### src/rtl/reg_file_mp_if.sv
// Register file bus: read lanes, write port and pending-load scoreboard.
// The master side belongs to decode/writeback; the slave side is the register file.
interface reg_file_mp_if #(
  parameter int WORD_WIDTH    = 32,
  parameter int ADDRESS_WIDTH = 5,
  parameter int READ_PORTS    = 2
);
  logic [READ_PORTS*ADDRESS_WIDTH-1:0] ra;
  logic [READ_PORTS-1:0]               ren;
  logic [READ_PORTS*WORD_WIDTH-1:0]    rd;
  logic [READ_PORTS-1:0]               rd_valid;
  logic [ADDRESS_WIDTH-1:0]            wa;
  logic [WORD_WIDTH-1:0]               wd;
  logic                                wen;
  logic                                pend_set;
  logic [ADDRESS_WIDTH-1:0]            pend_addr;
  logic [ADDRESS_WIDTH:0]              pend_cnt;

  modport master (
    output ra, ren, wa, wd, wen, pend_set, pend_addr,
    input  rd, rd_valid, pend_cnt
  );

  modport slave (
    input  ra, ren, wa, wd, wen, pend_set, pend_addr,
    output rd, rd_valid, pend_cnt
  );
endinterface

### src/rtl/reg_file_mp.sv
// Multi-read-port integer register file with hardwired x0, optional write-first
// bypass and a per-register pending-load scoreboard. All outputs are registered.
module reg_file_mp #(
  parameter int WORD_WIDTH    = 32,
  parameter int ADDRESS_WIDTH = 5,
  parameter int READ_PORTS    = 2,
  parameter int BYPASS        = 1
) (
  input logic          clk,
  input logic          rst,
  reg_file_mp_if.slave bus
);
  localparam int DEPTH = 2 ** ADDRESS_WIDTH;

  typedef logic [ADDRESS_WIDTH-1:0] addr_t;
  typedef logic [WORD_WIDTH-1:0]    word_t;

  // NOTE: storage is built from resettable flops, not a RAM macro, because
  // reset must clear every word; mem[0] is never written so it stays zero.
  word_t                            mem [DEPTH];
  logic [DEPTH-1:0]                 pend;
  logic [ADDRESS_WIDTH:0]           cnt_q;
  logic [READ_PORTS*WORD_WIDTH-1:0] rd_q;
  logic [READ_PORTS-1:0]            valid_q;

  logic  write_hit, set_hit, set_new, clr_hit;
  addr_t lane_addr  [READ_PORTS];
  word_t lane_data  [READ_PORTS];
  logic [READ_PORTS-1:0] lane_fwd;
  logic [READ_PORTS-1:0] lane_valid;

  assign write_hit = bus.wen && (bus.wa != '0);
  assign set_hit   = bus.pend_set && (bus.pend_addr != '0);
  assign set_new   = set_hit && !pend[bus.pend_addr];
  // A write to the address being marked this cycle does not free it.
  assign clr_hit   = write_hit && pend[bus.wa] && !(set_hit && (bus.pend_addr == bus.wa));

  // NOTE: every output of this block is assigned on every path (x0 branch
  // included), so no latch is inferred for any lane.
  always_comb begin
    for (int i = 0; i < READ_PORTS; i++) begin
      lane_addr[i] = bus.ra[i*ADDRESS_WIDTH +: ADDRESS_WIDTH];
      lane_fwd[i]  = (BYPASS != 0) && write_hit && (bus.wa == lane_addr[i]);
      if (lane_addr[i] == '0) begin
        lane_data[i] = '0;
      end else if (lane_fwd[i]) begin
        lane_data[i] = bus.wd;
      end else begin
        lane_data[i] = mem[lane_addr[i]];
      end
      lane_valid[i] = !(pend[lane_addr[i]] && !lane_fwd[i]);
    end
  end

  always_ff @(posedge clk) begin
    if (rst) begin
      for (int i = 0; i < DEPTH; i++) begin
        mem[i] <= '0;
      end
    end else if (write_hit) begin
      mem[bus.wa] <= bus.wd;
    end
  end

  always_ff @(posedge clk) begin
    if (rst) begin
      rd_q    <= '0;
      valid_q <= '1;
    end else begin
      for (int i = 0; i < READ_PORTS; i++) begin
        if (bus.ren[i]) begin
          rd_q[i*WORD_WIDTH +: WORD_WIDTH] <= lane_data[i];
          valid_q[i]                       <= lane_valid[i];
        end
      end
    end
  end

  // NOTE: non-blocking assignments make the later set override the earlier
  // clear when both target the same register in one cycle.
  always_ff @(posedge clk) begin
    if (rst) begin
      pend  <= '0;
      cnt_q <= '0;
    end else begin
      if (write_hit) begin
        pend[bus.wa] <= 1'b0;
      end
      if (set_hit) begin
        pend[bus.pend_addr] <= 1'b1;
      end
      if (set_new && !clr_hit) begin
        cnt_q <= cnt_q + 1'b1;
      end else if (clr_hit && !set_new) begin
        cnt_q <= cnt_q - 1'b1;
      end
    end
  end

  assign bus.rd       = rd_q;
  assign bus.rd_valid = valid_q;
  assign bus.pend_cnt = cnt_q;
endmodule

### src/flat_wrapper.sv
// flat-port wrapper written by rule: the top's interface ports become plain ports
module reg_file_mp_flat 
#(
  parameter int WORD_WIDTH    = 32,
  parameter int ADDRESS_WIDTH = 5,
  parameter int READ_PORTS    = 2,
  parameter int BYPASS        = 1
)
  (clk, rst, bus_ra, bus_ren, bus_wa, bus_wd, bus_wen, bus_pend_set, bus_pend_addr, bus_rd, bus_rd_valid, bus_pend_cnt);
  reg_file_mp_if #(.WORD_WIDTH(WORD_WIDTH), .ADDRESS_WIDTH(ADDRESS_WIDTH), .READ_PORTS(READ_PORTS)) bus_i ();
  input logic clk;
  input logic rst;
  input wire logic [$bits(bus_i.ra)-1:0] bus_ra;
  input wire logic [$bits(bus_i.ren)-1:0] bus_ren;
  input wire logic [$bits(bus_i.wa)-1:0] bus_wa;
  input wire logic [$bits(bus_i.wd)-1:0] bus_wd;
  input wire logic [$bits(bus_i.wen)-1:0] bus_wen;
  input wire logic [$bits(bus_i.pend_set)-1:0] bus_pend_set;
  input wire logic [$bits(bus_i.pend_addr)-1:0] bus_pend_addr;
  output wire logic [$bits(bus_i.rd)-1:0] bus_rd;
  output wire logic [$bits(bus_i.rd_valid)-1:0] bus_rd_valid;
  output wire logic [$bits(bus_i.pend_cnt)-1:0] bus_pend_cnt;
  assign bus_i.ra = bus_ra;
  assign bus_i.ren = bus_ren;
  assign bus_i.wa = bus_wa;
  assign bus_i.wd = bus_wd;
  assign bus_i.wen = bus_wen;
  assign bus_i.pend_set = bus_pend_set;
  assign bus_i.pend_addr = bus_pend_addr;
  assign bus_rd = bus_i.rd;
  assign bus_rd_valid = bus_i.rd_valid;
  assign bus_pend_cnt = bus_i.pend_cnt;
  reg_file_mp #(.WORD_WIDTH(WORD_WIDTH), .ADDRESS_WIDTH(ADDRESS_WIDTH), .READ_PORTS(READ_PORTS), .BYPASS(BYPASS)) u_core (.clk(clk), .rst(rst), .bus(bus_i));
endmodule
### config.mk
export PLATFORM = sky130hd
export DESIGN_NAME = reg_file_mp_flat
export DESIGN_NICKNAME = d
export VERILOG_FILES = /design/src/rtl/reg_file_mp_if.sv /design/src/rtl/reg_file_mp.sv /design/src/flat_wrapper.sv
export SDC_FILE = /design/constraint.sdc
export NUM_CORES = 2
export LEC_CHECK = 0
export CORE_AREA = 5 5 419 421
export CTS_CLUSTER_SIZE = 40
export DETAILED_ROUTE_END_ITERATION = 6
export DIE_AREA = 0 0 424 426
export GPL_TIMING_DRIVEN = 0
export HOLD_SLACK_MARGIN = 0.02
export PLACE_DENSITY = 0.5
export SYNTH_ARGS = -nofsm -noshare
export SYNTH_HDL_FRONTEND = slang
export SYNTH_SLANG_ARGS = --single-unit
### constraint.sdc
create_clock -name clk -period 5.1 [get_ports clk]
set_input_delay 0.765 -clock clk [delete_from_list [all_inputs] [get_ports clk]]
set_output_delay 0.765 -clock clk [all_outputs]
set_load 0.1 [all_outputs]
==> run_results.csv <==
group,metric,value,unit
status,status,"complete, but fails checks",
timing,tns,0,ns
clocking,post_cts_buffers,0,
clocking,path_clk_slew,0.05,ns
worst_setup_path,cp-start-kind,"primary input",
routing,antenna_left,0,
status,violations,"capacitance limit, slew limit",
grt,antenna_found_initial,14,
timing,period_minus_slack,4.44,ns
synthesis,synth_most_common_cell,"edfxtp_1",
layout,layout-drive-gt1-share,14.4,%
synthesis,synth_top_area_share,51.7,%
routing,first_iter_violations,4932,
pwr,power.leakage,24.2,nW
synthesis,synth_edf_count,1024,
synthesis,synth_cell_types,57,
clocking,root_buffer,"clkbuf_16",
synthesis,ys_seq_elements,1128,
timing,finClkSkew,0.0213,ns
placed_design,place_area,0.0643,mm^2
layout,finalInstanceArea,0.0684,mm^2
layout,layout.nets,4743,
placed_design,dpl.hpwl,173000,um
layout,area_growth_syn_to_layout,15.0,%
timing,relSlewSlack,-2.56,%
routing,wl_per_cell,32.7,um
timing,worst_pin_slew,1.53,ns
grt,grt_usage,24.8,%
synthesis,yosys-top-cells-count,"edfxtp_1 (1024), and2_1 (996), mux2i_1 (516)",
clocking,cts.sinks,1128,
clocking,cts.repair.resized,0,
clocking,cts_max_path_buffers,3,
synthesis,synth-seq-area-share,55.2,%
timing,whs,0.485,ns
synthesis,synth_area_leaders,"edfxtp_1 (52%), mux4_2 (11%), and2_1 (10%), mux2i_1 (8.7%), dfxtp_1 (3.5%)",
worst_setup_path,worstPathMaxFanout,10,
worst_hold_path,holdCritPathClass,"reg -> reg",
grt,grt_pass1_vias,39900,
die,core_area,0.171,mm^2
routing,drt_wl_total,229000,um
die,die_height,426,um
die,pin_count,130,
grt,grt-ovfl-total,0,
synthesis,synth_top_cell_by_area,"edfxtp_1",
clocking,cts_made_buffers,131,
worst_setup_path,worstSetupPathType,"in -> reg",
worst_setup_path,cp_data_arrival_time,5.14,ns
timing,hold_viol_final,0,
synthesis,netlist_area,0.0595,mm^2
routing,vias,40500,
worst_setup_path,critPathRequiredTime,5.80,ns
pwr,powerDensity,340,mW/mm^2
die,dieArea,0.181,mm^2
die,die_w,424,um
clocking,clock_latency,0.79,ns
placed_design,numPortBuffers,117,
clocking,cts_hold_buf,0,
routing,drc,0,
timing,report.final.slew_viol_count,15,
timing,grt_setup_unrepaired,"false",
clocking,ctsHtreeMaxLevel,4,
die,start_util,34.8,%
timing,period_share,87.0,%
pwr,ir_drop,0.295,mV
die,row_count,152,
grt,grt_start_max_net_pins,33,
synthesis,ys_async_sr_fraction,0,%
grt,grt_pass1_wl,316000,um
clocking,cts_tree,"built",
worst_setup_path,end_kind,"flop",
synthesis,avgSynthCellArea,13.6,um^2
timing,setup_viol,0,
routing,via_per_inst,5.77,
routing,drt_pass1_iterations,5,
timing,clock.fmax,0.225,GHz
synthesis,syn_inst,4365,
synthesis,yosysWarnings,0,
synthesis,ys.flop_type,"edfxtp_1",
flow_run,maxCapViolCount,3,
placed_design,gp_congestion,0.951,
## per-layer routing
layer	vias to the layer above	global-route usage, %	share of wire (%)
li1	17400	-	-
met5	-	0	0
met1	20900	33.3	42
met2	1869	39.2	46
met4	0	11.6	5.2
met3	378	4.43	7.5
## worst paths after layout
path | startpoint | end | slack [ns] | cells past startpoint
hold / removal | u_core.bus.pend_cnt[4]$_SDFFE_PP0P_ | u_core.bus.pend_cnt[4]$_SDFFE_PP0P_ | 0.49 | 2
hold reg to reg | u_core.bus.pend_cnt[4]$_SDFFE_PP0P_ | u_core.bus.pend_cnt[4]$_SDFFE_PP0P_ | 0.49 | 2
setup / recovery | bus_pend_addr[0] | u_core.bus.pend_cnt[4]$_SDFFE_PP0P_ | 0.66 | 14
setup reg to reg | u_core.pend[27]$_SDFF_PP0_ | u_core.bus.pend_cnt[4]$_SDFFE_PP0P_ | 1.29 | 12
## cell usage in the layout, fill, tap and decap left out, drive strengths merged, types with 56 or more instances in the layout
cell	synthesis	routed
a22oi	260	260
clkdlybuf4s50	0	117
buf	133	165
mux4	290	290
clkbuf	334	507
a221oi	64	64
a22o	64	64
a221o	64	64
and2	996	996
dfxtp	104	104
nand3	137	137
edfxtp	1024	1024
a31oi	67	67
mux2i	516	516
nor2	56	56
## layout make-up
class,count,area [um^2]
Buffer,467,2040
Clock buffer,173,3600
Fill cell,15900,103000
Tap cell,2233,2790
Timing Repair Buffer,149,1810
Inverter,30,113
Multi-Input combinational cell,2771,24800
Clock inverter,63,445
Antenna cell,13,32.5
Sequential cell,1128,32800
## logic make-up after synthesis
kind of cell | synth area share, %
compound gates | 7.97
xor+xnor | 0.250
fa+ha+maj | 0.160
buf+inv | 3.62
flops | 55.2
mux | 19.7
other cells | 0.00630
simple gates | 13.2
## critical path, stage by stage
cell and delay (ns):
clkdlybuf4s50_1 0.58, buf_2 0.37, mux4_2 0.58, mux4_2 0.46
nor2b_1 0.14, a211oi_1 0.34, ha_1 0.37, inv_1 0.19
ha_1 0.32, nor2b_1 0.13, o21a_1 0.18, o21ai_0 0.12
or3b_2 0.45, a21oi_1 0.14
## where the power goes
part | internal (W) | leakage, nW | total, W | switching (W)
combinational | 0.00107 | 11.6 | 0.00324 | 0.00216
clock | 0.00513 | 1.99 | 0.00912 | 0.00399
sequential | 0.0106 | 10.6 | 0.0109 | 0.000312
## stage by stage
step	std cells	setup slack (ns)	util (%)	total power (W)
2_1_floorplan	4396	1.06	-	0.0130
3_3_place_gp	6746	-1.20	37.2	0.0142
3_5_place_dp	6778	-0.119	37.6	0.0143
4_1_cts	7014	0.701	40.0	0.0234
5_1_grt	7018	0.418	40.0	0.0239
6_report	7027	0.661	40.0	0.0233
## state kept, by name (all words and copies together) (netlist names)
register,flops
u_core.mem,1024
u_core.bus.rd,64
u_core.pend,32
u_core.bus.pend_cnt,6
u_core.bus.rd_valid,2
(Power assumes the default switching activity.)
